<file path="src/rtl/if_fetch_unit.sv">
// Instruction-fetch stage: owns the fetch PC, runs the imem req/ack handshake and
// feeds IF/ID from a 2-entry buffer. Optional build macro: IF_MISALIGN_TRAP_EN.
module if_fetch_unit #(
  parameter logic [31:0] RESET_PC   = 32'h0000_0000,
  parameter logic [31:0] EXC_VECTOR = 32'h0000_0080
) (
  input  logic        clk,
  input  logic        reset,
  input  logic        stall_IF_ID,
  input  logic        redirect,
  input  logic [31:0] redirect_target,
  output logic        imem_req,
  output logic [31:0] imem_addr,
  input  logic        imem_ack,
  input  logic [31:0] imem_rdata,
  output logic [31:0] IF_PC,
  output logic [31:0] IF_Instruction,
  output logic        IF_valid,
  output logic        IF_misalign
);

  typedef enum logic [1:0] {
    BOOT  = 2'd0,
    FETCH = 2'd1,
    DRAIN = 2'd2
  } state_e;

  state_e      state_q, state_d;
  logic [31:0] fetch_pc_q, fetch_pc_d;
  logic [31:0] pending_pc_q, pending_pc_d;
  logic [1:0]  count_q, count_d;
  logic [31:0] buf_pc_q [2];
  logic [31:0] buf_pc_d [2];
  logic [31:0] buf_instr_q [2];
  logic [31:0] buf_instr_d [2];

  logic [31:0] eff_target;
  logic        push;
  logic        pop;
  logic [1:0]  wr_slot;

`ifdef IF_MISALIGN_TRAP_EN
  logic misalign_q;

  assign eff_target = (redirect_target[1:0] != 2'b00) ? EXC_VECTOR : redirect_target;

  always_ff @(posedge clk or posedge reset) begin
    if (reset) begin
      misalign_q <= 1'b0;
    end else begin
      misalign_q <= redirect && (redirect_target[1:0] != 2'b00);
    end
  end

  assign IF_misalign = misalign_q;
`else
  logic unused_cfg;

  assign eff_target  = {redirect_target[31:2], 2'b00};
  assign unused_cfg  = ^{EXC_VECTOR, redirect_target[1:0]};
  assign IF_misalign = 1'b0;
`endif

  // Request is a pure function of state, so it drops with the asynchronous reset.
  always_comb begin
    case (state_q)
      FETCH:   imem_req = (count_q != 2'd2);
      DRAIN:   imem_req = 1'b1;
      default: imem_req = 1'b0;
    endcase
  end

  assign imem_addr = fetch_pc_q;
  assign IF_valid  = (count_q != 2'd0);
  assign pop       = IF_valid && !stall_IF_ID;
  assign push      = (state_q == FETCH) && imem_req && imem_ack && !redirect;
  assign wr_slot   = count_q - {1'b0, pop};

  // NOTE: every next-state variable gets its default first, so no path leaves one unassigned and no latch is inferred.
  always_comb begin
    state_d      = state_q;
    fetch_pc_d   = fetch_pc_q;
    pending_pc_d = pending_pc_q;
    count_d      = count_q;
    buf_pc_d     = buf_pc_q;
    buf_instr_d  = buf_instr_q;

    case (state_q)
      BOOT: begin
        state_d = FETCH;
        if (redirect) fetch_pc_d = eff_target;
      end
      FETCH: begin
        if (redirect) begin
          if (imem_req && !imem_ack) begin
            pending_pc_d = eff_target;
            state_d      = DRAIN;
          end else begin
            fetch_pc_d = eff_target;
          end
        end else if (push) begin
          fetch_pc_d = fetch_pc_q + 32'd4;
        end
      end
      DRAIN: begin
        // The outstanding wrong-path word is thrown away; a same-cycle redirect wins.
        if (imem_ack) begin
          fetch_pc_d = redirect ? eff_target : pending_pc_q;
          state_d    = FETCH;
        end else if (redirect) begin
          pending_pc_d = eff_target;
        end
      end
      default: state_d = BOOT;
    endcase

    if (redirect) begin
      count_d = 2'd0;
    end else begin
      if (pop) begin
        buf_pc_d[0]    = buf_pc_q[1];
        buf_instr_d[0] = buf_instr_q[1];
      end
      if (push) begin
        buf_pc_d[wr_slot[0]]    = fetch_pc_q;
        buf_instr_d[wr_slot[0]] = imem_rdata;
      end
      count_d = count_q + {1'b0, push} - {1'b0, pop};
    end
  end

  // NOTE: sequential state uses non-blocking assignments so every register samples pre-edge values.
  always_ff @(posedge clk or posedge reset) begin
    if (reset) begin
      state_q      <= BOOT;
      fetch_pc_q   <= RESET_PC;
      pending_pc_q <= RESET_PC;
      count_q      <= 2'd0;
    end else begin
      state_q      <= state_d;
      fetch_pc_q   <= fetch_pc_d;
      pending_pc_q <= pending_pc_d;
      count_q      <= count_d;
    end
  end

  // NOTE: buffer payload has no reset; count gates it, so stale contents are never visible.
  always_ff @(posedge clk) begin
    for (int i = 0; i < 2; i++) begin
      buf_pc_q[i]    <= buf_pc_d[i];
      buf_instr_q[i] <= buf_instr_d[i];
    end
  end

  assign IF_PC          = IF_valid ? buf_pc_q[0]    : 32'd0;
  assign IF_Instruction = IF_valid ? buf_instr_q[0] : 32'd0;

endmodule

</file>
<file path="config.mk">
export PLATFORM = sky130hd
export DESIGN_NAME = if_fetch_unit
export DESIGN_NICKNAME = d
export VERILOG_FILES = /design/src/rtl/if_fetch_unit.sv
export SDC_FILE = /design/constraint.sdc
export NUM_CORES = 1
export LEC_CHECK = 0
export ABC_AREA = 1
export BUFFER_PORTS_ARGS = -buffer_cell sky130_fd_sc_hd__buf_2
export CORE_MARGIN = 2
export CORE_UTILIZATION = 45
export CTS_CLUSTER_DIAMETER = 100
export DETAILED_ROUTE_END_ITERATION = 10
export PLACE_DENSITY = 0.66
export SETUP_SLACK_MARGIN = 0.3
export SKIP_LAST_GASP = 1
export SYNTH_ARGS = -nofsm -noshare
export SYNTH_HDL_FRONTEND = slang
export SYNTH_SLANG_ARGS = --single-unit
</file>
<file path="constraint.sdc">
create_clock -name clk -period 9 [get_ports clk]
set_clock_uncertainty 0.05 [all_clocks]
set_input_delay 0.45 -clock clk [delete_from_list [all_inputs] [get_ports clk]]
set_output_delay 0.45 -clock clk [all_outputs]
set_load 0.01 [all_outputs]
</file>
# Yosys cells after proc, flatten, opt, wreduce, memory -nomap -nowiden
# Cells that the tools add are included.
# totals
output_inout_bits,99
regBits,196
elab_cells,72
# op_classes
n_eq_ne,10
muxes,29
add_sub_neg,4
reduce_logical,17
magnitude_cmp,2
n_bitwise,2
# ops
operator,count
two-way mux 32 bit,16
bitwise mux 64 bit,2
two-way mux 64 bit,2
one-hot mux 32 bit (3 select lines),1
one-hot mux 32 bit (2 select lines),1
"adder 32 x 3 -> 32 bit, second input constant",1
demux 32 bit (select 1 bit),1
"!= test 2 bit, second input constant",5
two-way mux 2 bit,4
logical AND 1 bit,6
"!= test 3 bit, second input constant",2
one-hot mux 2 bit (3 select lines),1
AND reduction 5 bit,1
AND reduction 4 bit,1
nonzero test 2 bit,2
logical NOT 1 bit,3
AND reduction 3 bit,1
nonzero test 3 bit,1
adder 2 x 1 -> 2 bit,1
"== test 2 x 1 -> 1 bit, second input constant",1
"== test 2 bit, second input constant",1
"greater-or-equal comparator 2 bit, second input constant",1
logical NOT 2 bit,1
"< comparator 2 x 1 -> 1 bit, second input constant",1
7 further kinds,7

# Depth between registers and ports, before layout
# Gate-level depths: netlist (run 1).
# logic_depth
word_depth,10
depth_mapped,14

# Worst setup path before layout (run 1)
# OpenSTA, ideal clock, no wires.
# synth_timing
path_type,register to register
start,register state_q[0]
end,register (tool-made name)
stages_incl_launch_ff,10
t_arrival_ps,4037
slack_ps,4426
t_required_ps,8463
path_buffers,1
setup_ps,487
synth_period_minus_slack_ps,4574
cell_sequence,dfrtp_1 -> inv_1 -> ha_1 -> buf_2 -> inv_1 -> a21oi_4 -> nand2_2 -> nor2_2 -> inv_1 -> nor2_1
# synth_lines
item,line_no,rtl
"start, declared",28,"state_e state_q, state_d;"
"start signal, assigned",140,state_q <= state_d;

==> flow_summary.yaml, run 1 <==
yosys:
  ys.warnings.count: 0
  mappedNetlistNets: 1369
  synthesis.instances: 1292
  netlist.area_leader.share: 0.3624
  synth_largest_area_cell: "edfxtp_1"
  synth_area_mm2: 0.01061
  syn-mean-instance-area_um2: 8.209
  ys_seq_elements: 196
  synth_top_cells_by_area: "edfxtp_1 (36%), dfrtp_1 (16%), nand2_1 (14%), nor2_1 (6.4%), o21ai_0 (4.8%)"
  sequential_area_share_after_synthesis: 0.5228
  synth.distinct_cells: 37
global_route:
  first_pass_grt_wire_length_mm: 42.07
  first_global_vias: 8037
  grt_antenna_before_repair: 1
  grt_max_degree: 105
  residual_overflow_from_global_routing: 0
  track_usage: 0.2160
timing:
  postLayoutSetupSlackWorst_ps: 4789
  finalSetupViolations: 0
  worst_pin_slew_ps: 1205
  post-route-min-period_ps: 4211
  timing.slew.headroom: 0.1970
  report.final.hold_viol_count: 0
  maxSlewViolCount: 0
  final.period_utilization: 0.4679
  grt_setup_unrepaired: "no"
  tns_ps: 0
  timing.fmax_mhz: 237.5
drt:
  ant_nets: 0
  drt_drc_violations_left: 0
  postRouteWirelength_mm: 26.51
  firstDrtPassIters: 6
  wire_per_inst_um: 15.15
  drt-vias-per-instance: 4.981
  first_iter_violations: 903
  num_vias: 8716
cts:
  cts_buffers: 17
  cts.reportedPaths.clkPinSlew_ps: 80
  clockRootBuffer: "clkbuf_16"
  clock_sink_count: 196
  clock_tree_from_tritoncts: "built"
  htree_levels: 4
  postCtsHoldBufs: 0
  post_cts_resize_count: 0
  insertion_delay_ps: 440
  cts-root-to-sink-buffers: 2
  postCtsSetupBuffers: 0
cells_and_area:
  design_area_mm2: 0.01211
  multi_input_comb_area_mm2: 0.004183
  layout.cells.most_common_list: "nand2_1 (409), nor2_1 (179), buf_2 (164), edfxtp_1 (128), inv_1 (123)"
  syn2layout_area_growth_pct: 14.18
  ff_latch_area_mm2: 0.005545
  post_route_cells_drive_above_1_share: 0.1874
  fill_cells: 2258
  final_common_cell: "nand2_1"
  final_net_count: 1494
critical_path:
  worst-path-max-fanout: 53
  required_ps: 9020
  setup.worst_path.end_class: "flop"
  timing.setup.critical_path_class: "reg2reg"
  critical_path_source_type: "flop"
  crit_arrival_ps: 4230
power:
  max-vdd-ir-drop_uv: 151.1
  leakage_nw: 5.808
  power.density_cell_area_mw_per_mm2: 335.7
place:
  place.detailed.hpwl_mm: 17.28
  post_dp_cell_area_mm2: 0.01151
  finalWeightedCongestion: 0.8643
  port-buffer-count: 164
  preCtsSetupSlack_ps: 4786
floorplan:
  boundaryPins: 168
  start_util: 0.4546
  floorplan.core_area_mm2: 0.02333
  fp-row-count: 56
  die_area_mm2: 0.02481
  die_height_um: 157.5
  fp.dieW_um: 157.5
hold_path:
  holdCritPathClass: "in2reg"
outcome:
  status: "complete, no violations"
run:
  drv_cap: 0
[cells in the mapped netlist, drive strengths merged]
cell type / instances
a211oi: 6
a21boi: 1
a21oi: 82
a22oi: 1
a31oi: 1
and2: 1
buf: 42
clkbuf: 27
conb: 1
dfrtp: 68
edfxtp: 128
ha: 8
inv: 127
nand2: 414
nand3: 24
nand4: 1
nor2: 198
o2111ai: 1
o211ai: 23
o21ai: 124
o221ai: 1
o22ai: 1
o31ai: 1
xnor2: 1
xor2: 10
[worst max-delay path, cell delays in order, from the launching register on]
cell,delay (ps)
dfrtp_1,410
inv_1,100
ha_2,930
inv_1,480
a21oi_4,280
nand2_2,90
nor2_2,170
inv_1,110
nor2_4,560
buf_4,620
[final timing paths]
kind / cells past startpoint / to / slack [ps] / start
worst max-delay path: 9 / flop / 4790 / state_q[0]
worst min-delay path: 1 / flop / 150 / imem_rdata[5]
worst max register to register: 9 / flop / 4790 / state_q[0]
worst min register to register: 2 / pending_pc_q[25] / 430 / pending_pc_q[25]
max in group asynchronous: 3 / imem_addr[17] / 8040 / reset
min in group asynchronous: 3 / pending_pc_q[5] / 220 / reset
[stage by stage]
step | instances | utilization | hold WS (ps) | power (W)
6_report | 1750 | 0.5190 | 151.1 | 0.004065
4_1_cts | 1749 | 0.5189 | 132.6 | 0.004090
5_1_grt | 1750 | 0.5190 | 136.0 | 0.004408
3_5_place_dp | 1717 | 0.4933 | 415.2 | 0.003303
3_3_place_gp | 1717 | 0.4933 | 413.1 | 0.003269
2_1_floorplan | 1292 | - | 399.1 | 0.002771
[cell type report]
cell class	count	area share
Clock buffer	17	0.03513
Antenna cell	1	0.0002066
Sequential cell	196	0.4579
Tap cell	319	0.03296
Clock inverter	15	0.01426
Inverter	127	0.03957
Timing Repair Buffer	175	0.07459
Multi-Input combinational cell	900	0.3454
[report_power, final]
part | switching [W] | total, W | internal [W]
logic | 0.00116 | 0.00178 | 0.000623
clock network | 0.000362 | 0.000780 | 0.000418
registers | 0.000218 | 0.00150 | 0.00129
[cells by family (layout without fill, tap and decap cells)]
group	count (synthesis)	in the layout	share of synthesized area
buf+inv	196	334	0.08517
other cells	1	2	0.0003536
compound gates	242	242	0.1363
simple gates	638	638	0.2369
xor+xnor	11	11	0.009083
fa+ha+maj	8	8	0.009438
flops	196	196	0.5228
[metal layers]
metal | global-route usage | wire length (um) | part of all wire
met1 | 0.3103 | 12560 | 0.47
met2 | 0.3335 | 11730 | 0.44
met4 | 0.07403 | 545 | 0.021
met5 | 0 | 0 | 0
met3 | 0.03387 | 1674 | 0.063
Note: power is estimated with default switching activity, not from simulation.
==> run 2: changes to the inputs <==
Settings changed: ABC_AREA 1 to 0, PLACE_DENSITY 0.66 to 0.69.
Clock period 9 ns to 3.6 ns, I/O delays scaled along.
==> run 2 against run 1 <==
Critical path depth stayed put. Routed wire length down 5.9%. Largest power group unchanged. Combinational power rose by 130%.
==> flow_summary.yaml, run 2 <==
outcome:
  status: "complete, no violations"
timing:
  tns_ps: 0
  grt_setup_unrepaired: "no"
  timing.slew.headroom: 0.3941
  worst_pin_slew_ps: 908.9
  final.period_utilization: 0.7761
  fin_worst_hold_slack_ps: 32.00
  report.final.hold_viol_count: 0
  maxSlewViolCount: 0
  post-route-min-period_ps: 2794
  finalSetupViolations: 0
  timing.fmax_mhz: 357.9
cells_and_area:
  final_core_util: 0.5639
  final_net_count: 1175
  layout.cells.most_common_list: "buf_2 (164), edfxtp_1 (128), o21ai_0 (109), nand2_1 (96), mux2i_1 (75)"
  final_common_cell: "buf_2"
  post_route_cells_drive_above_1_share: 0.2448
  syn2layout_area_growth_pct: 23.23
  insertedDiodeCount: 0
  design_area_mm2: 0.01231
floorplan:
  fp-row-count: 54
  floorplan.core_area_mm2: 0.02182
  start_util: 0.4576
  die_area_mm2: 0.02340
  die_height_um: 153.0
  boundaryPins: 168
  fp.dieW_um: 153.0
cts:
  htree_levels: 4
  postCtsSetupBuffers: 0
  clock_sink_count: 196
  insertion_delay_ps: 440
  post_cts_resize_count: 0
  cts.reportedPaths.clkPinSlew_ps: 80
  cts_buffers: 17
  postCtsHoldBufs: 61
  clock_tree_from_tritoncts: "built"
  clockRootBuffer: "clkbuf_16"
  cts-root-to-sink-buffers: 2
yosys:
  synth_top_cells_by_area: "edfxtp_1 (38%), dfrtp_1 (17%), mux2i_1 (7.5%), o21ai_0 (5.5%), and2_1 (4.0%)"
  synth_area_mm2: 0.009987
  async_s_r_ff_share_synth: 0.3469
  yosys-top-cells-count: "edfxtp_1 (128), o21ai_0 (109), nand2_1 (96), mux2i_1 (75), dfrtp_1 (68)"
  ys.warnings.count: 0
  sequential_area_share_after_synthesis: 0.5552
  syn-mean-instance-area_um2: 11.16
  synth_edf_count: 128
  synthesis.instances: 895
  ys_seq_elements: 196
  synth_largest_area_cell: "edfxtp_1"
  synth.distinct_cells: 76
  synth_top_flop_cell: "edfxtp_1"
  mappedNetlistNets: 972
  netlist.area_leader.share: 0.3849
  synth_most_common_cell: "edfxtp_1"
drt:
  num_vias: 7774
  postRouteWirelength_mm: 24.95
  highest_routing_layer_actually_used: "met4"
  wire_per_inst_um: 17.94
  m1WireLength_mm: 11.66
  wl_met2_mm: 11.40
  met3WireLength_mm: 1.345
  drt-vias-per-instance: 5.589
  firstDrtPassIters: 5
  drt_drc_violations_left: 0
  first_iter_violations: 581
  ant_nets: 0
critical_path:
  critical_path.reg2reg.endpoint: "imem_addr[9]"
  critical_path.n_buffers_inverters: 3
  timing.reg2reg.setup_slack_ps: 810
  required_ps: 3850
  crit_arrival_ps: 3050
  critical_path_source_type: "flop"
  rr_worst_depth: 9
  cpLargestDelayFamily: "compound AO/OA/AOI/OAI gates"
  critical-path-max-stage-delay_ps: 420
  worst-path-max-fanout: 20
  timing.setup.critical_path_class: "reg2reg"
  setup.worst_path.end_class: "flop"
  crit_slowest_cell: "dfrtp_1"
  reg2reg_launch_point: "state_q[1]"
  path_cells: "inv_1 -> ha_1 -> buf_4 -> nor2b_1 -> a311oi_2 -> o21ai_2 -> buf_4 -> o21ai_0 -> o21ai_0"
power:
  cellInternalPower_w: 0.005965
  leakage_nw: 4.846
  combinationalPowerShare: 0.421
  total_switching_power_w: 0.003926
  max-vdd-ir-drop_uv: 360.9
  power.density_cell_area_mw_per_mm2: 803.7
  clock_share_of_power: 0.194
  seqPwrFrac: 0.385
  power.switching_fraction: 0.3970
place:
  place.detailed.hpwl_mm: 16.01
  finalWeightedCongestion: 0.8599
  post_dp_cell_area_mm2: 0.01111
  port-buffer-count: 164
global_route:
  first_global_vias: 7566
  residual_overflow_from_global_routing: 0
  first_pass_grt_wire_length_mm: 40.74
  grt_antenna_before_repair: 0
  track_usage: 0.2160
  grt_max_degree: 129
hold_path:
  timing.hold.worst.start: "redirect_target[20]"
  holdCritPathClass: "in2reg"
  whs_path_depth: 2
  worst_min_delay_path_endpoint: "pending_pc_q[20]"
run:
  drv_cap: 0
run 2: final cells by class:
type                            instances  area [um2]
Multi-Input combinational cell        621        4118
Timing Repair Buffer                  248        1654
Clock inverter                         15       160.2
Tap cell                              280       350.3
Sequential cell                       196        5545
Inverter                               14       53.80
Clock buffer                           17       425.4
Fill cell                            1836        9517
run 2: worst max path at each step:
stage	from	end	slack, ps	depth (start not counted)
after CTS	state_q[1]	imem_addr[9]	840	9
after detailed placement	state_q[1]	imem_addr[14]	870	9
final	state_q[1]	imem_addr[9]	810	9
after floorplan	redirect	imem_addr[15]	520	5
after global placement	state_q[1]	imem_addr[14]	890	9
after global routing	state_q[1]	imem_addr[9]	570	9
run 2: kinds of logic (layout without fill, tap and decap cells):
family,count (synthesis),in the layout,synth area share
AOI/OAI and AO/OA,201,201,0.1272
xor gates and xnor gates,10,10,0.008769
adders and majority gates,8,8,0.01002
buffers and inverters,78,294,0.03495
DFF,196,196,0.5552
muxes,106,106,0.1101
other,1,1,0.0003755
and+or+nand+nor,295,295,0.1533
run 2: layer usage:
metal | track usage | vias to the layer above
li1 | - | 3695
met1 | 0.3043 | 3747
met2 | 0.3438 | 288
met3 | 0.03261 | 44
met4 | 0.07407 | 0
met5 | 0 | -
run 2: through the flow:
step / power, W / setup WS, ps / cells
finish: 0.009891 / 806.1 / 1391
CTS: 0.009934 / 840.8 / 1391
floorplan: 0.006481 / 519.5 / 895
global route: 0.01055 / 566.7 / 1391
global placement: 0.007868 / 889.9 / 1298
detailed placement: 0.007971 / 867.8 / 1298
run 2: power groups by stage:
stage          registers, W  clock network [W]  logic [W]
6_report            0.00381            0.00191    0.00417
4_1_cts             0.00380            0.00195    0.00418
2_1_floorplan       0.00365                  0    0.00283
5_1_grt             0.00391            0.00204    0.00459
3_3_place_gp        0.00382                  0    0.00405
3_5_place_dp        0.00385                  0    0.00412
